--- src/rtl/ram_bist_ctrl.sv ---
// Write-then-read march BIST for a single-port RAM: seeded address-XOR pattern, first-fail capture, saturating error count.
// Optional second sweep with the inverted pattern when RAM_BIST_INVERT_PASS_EN is defined.
module ram_bist_ctrl #(
    parameter int AW     = 8,
    parameter int DW     = 32,
    parameter int RD_LAT = 1
) (
    input  logic            CLK,
    input  logic            RST_n,
    input  logic            Start,
    input  logic [DW-1:0]   Seed,
    output logic            Busy,
    output logic            Done,
    output logic            Pass,
    output logic [AW+1:0]   ErrCount,
    output logic [AW-1:0]   FailAddr,
    output logic [DW-1:0]   FailData,
    output logic [AW-1:0]   Addr,
    output logic [DW-1:0]   DataIn,
    output logic            RW,
    input  logic [DW-1:0]   DataOut
);

    localparam int DCW = (RD_LAT > 1) ? $clog2(RD_LAT + 1) : 1;

    typedef enum logic [2:0] {
        S_IDLE,
        S_WRITE,
        S_READ,
        S_DRAIN,
        S_DONE
    } state_t;

    state_t          state_q, state_d;
    logic [AW-1:0]   addr_q, addr_d;
    logic [DW-1:0]   seed_q, seed_d;
    logic            inv_q, inv_d;
    logic            busy_q, busy_d;
    logic            done_q, done_d;
    logic            pass_q, pass_d;
    logic [AW+1:0]   err_q, err_d;
    logic [AW-1:0]   fail_addr_q, fail_addr_d;
    logic [DW-1:0]   fail_data_q, fail_data_d;
    logic [DCW-1:0]  drain_q, drain_d;

    // Compare pipeline: expected data and address travel alongside the RAM read latency
    logic [RD_LAT-1:0] pv_q;
    logic [AW-1:0]     pa_q [RD_LAT];
    logic [DW-1:0]     pe_q [RD_LAT];

    logic [DW-1:0]   pat_cur;
    logic            cmp_vld;
    logic            mismatch;

    function automatic logic [DW-1:0] pattern(input logic [DW-1:0] s,
                                              input logic [AW-1:0] a,
                                              input logic          inv);
        logic [DW-1:0] r;
        for (int i = 0; i < DW; i++) begin
            r[i] = s[i] ^ a[i % AW];
        end
        return inv ? ~r : r;
    endfunction

    assign pat_cur  = pattern(seed_q, addr_q, inv_q);
    assign cmp_vld  = pv_q[RD_LAT-1];
    assign mismatch = cmp_vld && (DataOut != pe_q[RD_LAT-1]);

    always_comb begin
        state_d     = state_q;
        addr_d      = addr_q;
        seed_d      = seed_q;
        inv_d       = inv_q;
        busy_d      = busy_q;
        done_d      = done_q;
        pass_d      = pass_q;
        err_d       = err_q;
        fail_addr_d = fail_addr_q;
        fail_data_d = fail_data_q;
        drain_d     = drain_q;

        if (mismatch) begin
            if (err_q != '1) begin
                err_d = err_q + (AW+2)'(1);
            end
            if (err_q == '0) begin
                fail_addr_d = pa_q[RD_LAT-1];
                fail_data_d = DataOut;
            end
        end

        case (state_q)
            S_IDLE, S_DONE: begin
                if (Start) begin
                    state_d     = S_WRITE;
                    addr_d      = '0;
                    seed_d      = Seed;
                    inv_d       = 1'b0;
                    busy_d      = 1'b1;
                    done_d      = 1'b0;
                    pass_d      = 1'b0;
                    err_d       = '0;
                    fail_addr_d = '0;
                    fail_data_d = '0;
                end
            end
            S_WRITE: begin
                addr_d = addr_q + AW'(1);
                if (addr_q == '1) begin
                    state_d = S_READ;
                end
            end
            S_READ: begin
                addr_d = addr_q + AW'(1);
                if (addr_q == '1) begin
`ifdef RAM_BIST_INVERT_PASS_EN
                    if (!inv_q) begin
                        inv_d   = 1'b1;
                        state_d = S_WRITE;
                    end else begin
                        state_d = S_DRAIN;
                        drain_d = '0;
                    end
`else
                    state_d = S_DRAIN;
                    drain_d = '0;
`endif
                end
            end
            S_DRAIN: begin
                drain_d = drain_q + DCW'(1);
                // The last compare lands on the previous edge, so err_q is final here
                if (drain_q == DCW'(RD_LAT)) begin
                    state_d = S_DONE;
                    busy_d  = 1'b0;
                    done_d  = 1'b1;
                    pass_d  = (err_q == '0);
                end
            end
            default: begin
                state_d = S_IDLE;
            end
        endcase
    end

    always_ff @(posedge CLK or negedge RST_n) begin
        if (!RST_n) begin
            state_q     <= S_IDLE;
            addr_q      <= '0;
            seed_q      <= '0;
            inv_q       <= 1'b0;
            busy_q      <= 1'b0;
            done_q      <= 1'b0;
            pass_q      <= 1'b0;
            err_q       <= '0;
            fail_addr_q <= '0;
            fail_data_q <= '0;
            drain_q     <= '0;
        end else begin
            state_q     <= state_d;
            addr_q      <= addr_d;
            seed_q      <= seed_d;
            inv_q       <= inv_d;
            busy_q      <= busy_d;
            done_q      <= done_d;
            pass_q      <= pass_d;
            err_q       <= err_d;
            fail_addr_q <= fail_addr_d;
            fail_data_q <= fail_data_d;
            drain_q     <= drain_d;
        end
    end

    always_ff @(posedge CLK or negedge RST_n) begin
        if (!RST_n) begin
            pv_q <= '0;
            for (int i = 0; i < RD_LAT; i++) begin
                pa_q[i] <= '0;
                pe_q[i] <= '0;
            end
        end else begin
            pv_q[0] <= (state_q == S_READ);
            pa_q[0] <= addr_q;
            pe_q[0] <= pat_cur;
            for (int i = 1; i < RD_LAT; i++) begin
                pv_q[i] <= pv_q[i-1];
                pa_q[i] <= pa_q[i-1];
                pe_q[i] <= pe_q[i-1];
            end
        end
    end

    assign RW       = (state_q == S_WRITE);
    assign DataIn   = RW ? pat_cur : '0;
    assign Addr     = addr_q;
    assign Busy     = busy_q;
    assign Done     = done_q;
    assign Pass     = pass_q;
    assign ErrCount = err_q;
    assign FailAddr = fail_addr_q;
    assign FailData = fail_data_q;

endmodule
--- config.mk ---
export PLATFORM = sky130hd
export DESIGN_NAME = ram_bist_ctrl
export DESIGN_NICKNAME = d
export VERILOG_FILES = /design/src/rtl/ram_bist_ctrl.sv
export SDC_FILE = /design/constraint.sdc
export NUM_CORES = 1
export LEC_CHECK = 0
export BUFFER_PORTS_ARGS = -buffer_cell sky130_fd_sc_hd__buf_2
export CAP_MARGIN = 30
export CORE_AREA = 10 10 121 123
export DETAILED_ROUTE_END_ITERATION = 7
export DIE_AREA = 0 0 131 133
export PLACE_DENSITY = 0.79
export SLEW_MARGIN = 20
export SYNTH_ARGS = -nofsm -noshare
export SYNTH_HDL_FRONTEND = slang
export SYNTH_SLANG_ARGS = --single-unit
--- constraint.sdc ---
create_clock -name CLK -period 2.5 [get_ports CLK]
set_clock_uncertainty 0.2 [all_clocks]
set_input_delay 0.25 -clock CLK [delete_from_list [all_inputs] [get_ports CLK]]
set_output_delay 0.25 -clock CLK [all_outputs]
set_load 0.1 [all_outputs]
==> results of run 1 <==
==> cells by family after synthesis <==
| logic type | count (synthesis) |
|---|---|
| DFF | 138 |
| buffers and inverters | 45 |
| AOI/OAI and AO/OA | 72 |
| xor gates and xnor gates | 66 |
| adders and majority gates | 3 |
| muxes | 3 |
| and+or+nand+nor | 291 |
==> per-layer routing <==
metal  part of all wire [%]  track usage [%]  vias to the layer above  routed length, um
li1                       -                -                     2479                  -
met1                     38             29.5                     2721               7970
met2                     49             40.8                      331              10400
met3                    8.8             6.47                       74               1870
met4                    4.6             12.7                        0                981
met5                      0                0                        -                  0
==> worst max-delay path, stage by stage, from the launching register on <==
cell and delay (ns):
dfrtp_1 0.50, nor3b_4 0.35, buf_4 0.26, and2_1 0.22, buf_12 0.19
==> worst paths after layout <==
kind / end / slack (ns) / startpoint / cells past startpoint
worst max-delay path: DataIn[22] / 0.09 / state_q[0] / 4
worst min-delay path: state_q[0] / 0.19 / RST_n / 2
worst max register to register: FailData[9] / 0.23 / pe_q[5] / 8
worst min register to register: pe_q[31] / 0.27 / seed_q[31] / 1
max in group asynchronous: pe_q[3] / 1.15 / RST_n / 3
min in group CLK: pe_q[31] / 0.27 / seed_q[31] / 1
==> power breakdown <==
| part | switching [uW] | internal, uW | total [uW] | leakage (uW) |
|---|---|---|---|---|
| registers | 492 | 2800 | 3290 | 0.00178 |
| logic | 4420 | 2110 | 6530 | 0.00242 |
| clock network | 991 | 2020 | 3010 | 0.000335 |
| total | 5900 | 6930 | 12800 | 0.00453 |
==> cell usage after synthesis, types with 8 or more instances <==
| master | count | share of area, % |
|---|---|---|
| nand2_1 | 165 | 9.7 |
| dfrtp_1 | 138 | 54 |
| xnor2_1 | 34 | 4.7 |
| and2_1 | 33 | 3.2 |
| xor2_1 | 32 | 4.4 |
| nand3_2 | 30 | 4.7 |
| o21ai_2 | 30 | 4.1 |
| clkbuf_1 | 25 | 1.5 |
| nand3_1 | 19 | 1.5 |
| o21ai_0 | 13 | 1.0 |
| nand4_1 | 11 | 1.1 |
| nor2_1 | 11 | 0.65 |
| o21ai_1 | 10 | 0.78 |
| buf_6 | 8 | 1.4 |
==> state kept, by name, summed over array words and instances, names as in the netlist <==
register	flops
state_q	3
pe_q	32
FailData	32
pa_q	8
ErrCount	10
seed_q	32
Addr	8
Busy	1
Done	1
drain_q	1
FailAddr	8
cmp_vld	1
Pass	1
==> repair_timing <==
action                     CTS  global route
buffers inserted             0             1
setup endpoints to repair   23            29
gates resized for setup      1             0
hold buffers                66             0
hold endpoints to repair   126             0
pin swaps                    0             0
==> stage by stage <==
| stage | std cells | hold WS (ns) | worst slack (ns) | power [uW] |
|---|---|---|---|---|
| after floorplan | 618 | -0.246 | -0.164 | 7340 |
| after global routing | 1026 | 0.237 | -0.00484 | 13200 |
| after CTS | 1024 | 0.198 | 0.0536 | 12700 |
| after global placement | 927 | 0.0691 | 0.294 | 9530 |
| after detailed placement | 927 | 0.0725 | 0.253 | 9620 |
| final | 1026 | 0.188 | 0.0919 | 12800 |
==> placed cells by master, fill, tap and decap left out, types with 10 or more instances in the layout <==
cell,instances
and2_2,31
buf_12,40
buf_2,126
buf_4,11
clkbuf_16,17
dfrtp_1,137
dlygate4sd3_1,66
nand2_1,164
nand3_1,19
nand3_2,30
nand4_1,11
nor2_1,11
o21ai_0,13
o21ai_1,10
o21ai_2,30
xnor2_1,34
xor2_1,32
==> cell type report <==
type                            count  area, um2  share of cell area, %
Clock buffer                       19        453                   4.86
Sequential cell                   138       3450                   37.1
Timing Repair Buffer              244       2190                   23.5
Inverter                            5       18.8                  0.201
Clock inverter                     12        244                   2.62
Multi-Input combinational cell    435       2750                   29.5
Antenna cell                        1       2.50                 0.0268
Tap cell                          172        215                   2.31
==> impl_metrics.py, run 1 <==
metrics = {
    "status": {
        "outcome": "completed",
    },
    "logic_synthesis": {
        "synth_compound_area_share_pct": 8.31,
        "yosysSeqAreaShare_pct": 54.0,
        "synth_xor_area_share_pct": 9.04,
        "syn_nets": 688,
        "ys_types": 43,
        "synth_simple_gate_area_share_pct": 23.7,
        "synthesis.area_um2": 6400,
        "ys.flop_type": "dfrtp_1",
        "yosys-mux-area-fraction_pct": 0.469,
        "synth_top_family_by_area": "simple AND/OR/NAND/NOR gates",
        "synthAdderAreaFrac_pct": 0.587,
        "syn_avg_cell_area_um2": 10.4,
        "synthArstFlopShare_pct": 100,
        "synth_edf_count": 0,
        "synthCells": 618,
        "ys_seq_elements": 138,
        "yosysWarnings": 0,
    },
    "cts": {
        "path_clk_slew_ns": 0.06,
        "htree_num_levels": 4,
        "cts_tree": "yes",
        "clockBufferDepth": 2,
        "clk_latency_ns": 0.43,
        "root_buffer": "clkbuf_16",
        "clock_sinks": 138,
        "cts_buffers": 17,
    },
    "global_route": {
        "grt_max_degree": 64,
        "grt_usage_pct": 25.0,
        "first_global_vias": 5856,
        "grt_overflow": 0,
        "antenna_found_initial": 1,
        "grt_pass1_wl_um": 33300,
    },
    "floorplan": {
        "start_util_pct": 51.7,
        "fp-row-count": 41,
        "ios": 161,
        "coreArea_um2": 12400,
        "die_h_um": 133,
        "die_area_um2": 17400,
        "die_w_um": 131,
    },
    "worst_setup_path": {
        "path_max_fanout": 10,
        "crit_path_end_kind": "primary output",
        "arrival_ns": 1.96,
        "setup.worst_path.start_class": "flop",
        "critical_path_required_ns": 2.05,
        "path_class": "reg2out",
    },
    "route": {
        "routed_wl_um": 21200,
        "vias": 5605,
        "drt_iter0_drc": 531,
        "dr.pass1.iters": 7,
        "drc": 0,
        "antenna_left": 0,
        "via_per_inst": 5.46,
        "wl_per_cell_um": 20.7,
    },
    "placed_design": {
        "post-dp-hpwl_um": 13600,
        "gp_congestion": 0.897,
        "placed_area_um2": 7950,
        "numPortBuffers": 160,
    },
    "power_and_ir_drop": {
        "leakage_uw": 0.00453,
        "power_density_nw_per_um2": 1380,
        "irDropWorstVdd_uv": 793,
    },
    "sta": {
        "setup_viol": 0,
        "period_share_pct": 96.3,
        "slew_headroom_pct": 60.9,
        "slew_viol_final": 0,
        "finalSetupTns_ns": 0,
        "clock.fmax_mhz": 415,
        "post-route-min-period_ns": 2.41,
        "hold_viol_final": 0,
        "worst_pin_slew_ns": 0.586,
    },
    "worst_hold_path": {
        "hp-class": "in2async",
    },
    "cells_and_area": {
        "area_growth_pct": 45.7,
        "post-route-util_pct": 75.4,
        "fill_cells": 721,
        "drive_gt1_share_pct": 36.5,
        "finalNetCount": 911,
        "fin_area_um2": 9320,
    },
    "job": {
        "cap_violations": 0,
    },
}
Note: power is estimated with default switching activity, not from simulation.
==> run 2, diff against run 1 <==
--- a/config.mk
+++ b/config.mk
@@ -8,7 +8,7 @@
 export BUFFER_PORTS_ARGS = -buffer_cell sky130_fd_sc_hd__buf_2
 export CAP_MARGIN = 30
-export CORE_AREA = 10 10 121 123
+export CORE_AREA = 3 3 114 116
 export DETAILED_ROUTE_END_ITERATION = 7
-export DIE_AREA = 0 0 131 133
+export DIE_AREA = 0 0 117 119
 export PLACE_DENSITY = 0.79
 export SLEW_MARGIN = 20
--- a/constraint.sdc
+++ b/constraint.sdc
@@ -3,3 +3,3 @@
 set_input_delay 0.25 -clock CLK [delete_from_list [all_inputs] [get_ports CLK]]
 set_output_delay 0.25 -clock CLK [all_outputs]
-set_load 0.1 [all_outputs]
+set_load 0.02 [all_outputs]
==> run 2 against run 1 <==
Critical path type is now in2reg. Routed wire length fell by 14%. Cell count fell by 2.9%. Critical path depth rose by 5. Clock power fell by 22%.
==> impl_metrics.py, run 2 (same netlist as run 1, synthesis figures left out) <==
metrics = {
    "sta": {
        "post-route-min-period_ns": 2.34,
        "worst_pin_slew_ns": 0.521,
        "setup_viol": 0,
        "slew_headroom_pct": 65.3,
        "clock.fmax_mhz": 427,
        "hold_viol_final": 0,
        "setup_ws_ns": 0.156,
        "holdWs_ns": 0.0960,
        "period_share_pct": 93.8,
        "slew_viol_final": 0,
        "finalSetupTns_ns": 0,
        "rsz0062_at_grt": "false",
    },
    "cells_and_area": {
        "drive_gt1_share_pct": 31.6,
        "diodes": 0,
        "final_common_cell": "nand2_1",
        "mostFrequentLayoutCells": "164 x nand2_1, 159 x buf_2, 138 x dfrtp_1",
        "post-route-util_pct": 70.9,
        "area_growth_pct": 33.1,
        "finalNetCount": 908,
    },
    "cts": {
        "cts_tree": "yes",
        "clockBufferDepth": 2,
        "clock_sinks": 138,
        "clk_latency_ns": 0.43,
        "root_buffer": "clkbuf_16",
        "path_clk_slew_ns": 0.07,
        "cts_buffers": 17,
        "post_cts_buffers": 0,
        "htree_num_levels": 4,
        "cts_hold_buf": 66,
        "cts-resized-gates": 0,
    },
    "placed_design": {
        "gp_congestion": 0.886,
        "numPortBuffers": 160,
        "place_ws_ns": 0.249,
        "post-dp-hpwl_um": 12000,
    },
    "worst_setup_path": {
        "critical_path_required_ns": 2.59,
        "max_stage_delay_ns": 0.54,
        "setup.worst_path.start_class": "input port",
        "path_max_fanout": 80,
        "crit_path_cell_trace": "dlygate4sd3_1, buf_2, xnor2_1, nand4_1, nor4_4, a211oi_4, buf_12, nand3_2, o21ai_2",
        "cp_slowest_cell": "dlygate4sd3_1",
        "arrival_ns": 2.43,
        "crit_path_end_kind": "flop",
        "path_class": "in2reg",
    },
    "worst_hold_path": {
        "hp-class": "in2async",
    },
    "global_route": {
        "antenna_found_initial": 0,
        "grt_overflow": 0,
        "grt_usage_pct": 26.9,
        "grt_max_degree": 81,
        "grt_pass1_wl_um": 28600,
        "first_global_vias": 5380,
    },
    "job": {
        "cap_violations": 0,
    },
    "power_and_ir_drop": {
        "power_uw": 8260,
        "irDropWorstVdd_uv": 566,
        "leakage_uw": 0.00425,
        "power_density_nw_per_um2": 970,
    },
    "route": {
        "met1_length_um": 7660,
        "drt_iter0_drc": 644,
        "wl_per_cell_um": 18.3,
        "wl_met3_um": 1030,
        "top_layer_used": "met4",
        "routed_wl_um": 18300,
        "dr.pass1.iters": 5,
        "drc": 0,
        "antenna_left": 0,
        "via_per_inst": 5.37,
        "detailroute.wirelength.met2_um": 8970,
        "vias": 5346,
    },
    "floorplan": {
        "coreArea_um2": 12000,
        "die_h_um": 119,
        "start_util_pct": 53.3,
        "fp-row-count": 40,
        "ios": 161,
        "die_area_um2": 13900,
        "die_w_um": 117,
    },
    "status": {
        "outcome": "completed",
    },
}
[run 2: per-layer routing]
layer,GRT usage [%],vias to the layer above
li1,-,2471
met1,36.1,2575
met2,42.8,248
met3,4.83,52
met4,11.3,0
met5,0,-
[run 2: final timing paths]
| kind | end | cells past startpoint | from | slack, ns |
|---|---|---|---|---|
| worst max-delay path | FailData[2] | 9 | DataOut[3] | 0.16 |
| worst min-delay path | Pass | 2 | RST_n | 0.1 |
| worst max register to register | FailData[2] | 6 | ErrCount[5] | 0.21 |
| worst min register to register | FailAddr[2] | 2 | pa_q[2] | 0.27 |
| max in group asynchronous | pe_q[31] | 3 | RST_n | 1.21 |
| min in group CLK | FailAddr[2] | 2 | pa_q[2] | 0.27 |
[run 2: worst max-delay path, delay by kind of cell]
kind                   cells  cell delay, ns
buffers and inverters      3            0.92
AND/OR/NAND/NOR            3            0.75
XOR/XNOR                   1            0.23
AO/OA/AOI/OAI              2            0.20
[run 2: power breakdown]
| part | switching (uW) | leakage (uW) | internal, uW | total (uW) |
|---|---|---|---|---|
| clock | 892 | 0.000265 | 1460 | 2350 |
| sequential | 432 | 0.00178 | 2800 | 3230 |
| combinational | 1630 | 0.00220 | 1040 | 2680 |
[run 2: cell type report]
class                   instances  area (um2)
clock buffers                  28         507
clock inverters                 2        35.0
fillers                       826        3490
inverters                       5        18.8
multi-input cells             435        2700
flip-flops and latches        138        3450
well taps                     147         184
repair buffers                241        1620
[run 2: stage by stage]
step           cell area, um2  std cells
5_1_grt                  8520        996
6_report                 8520        996
2_1_floorplan            6400        618
3_5_place_dp             7310        900
4_1_cts                  8520        996
3_3_place_gp             7310        900
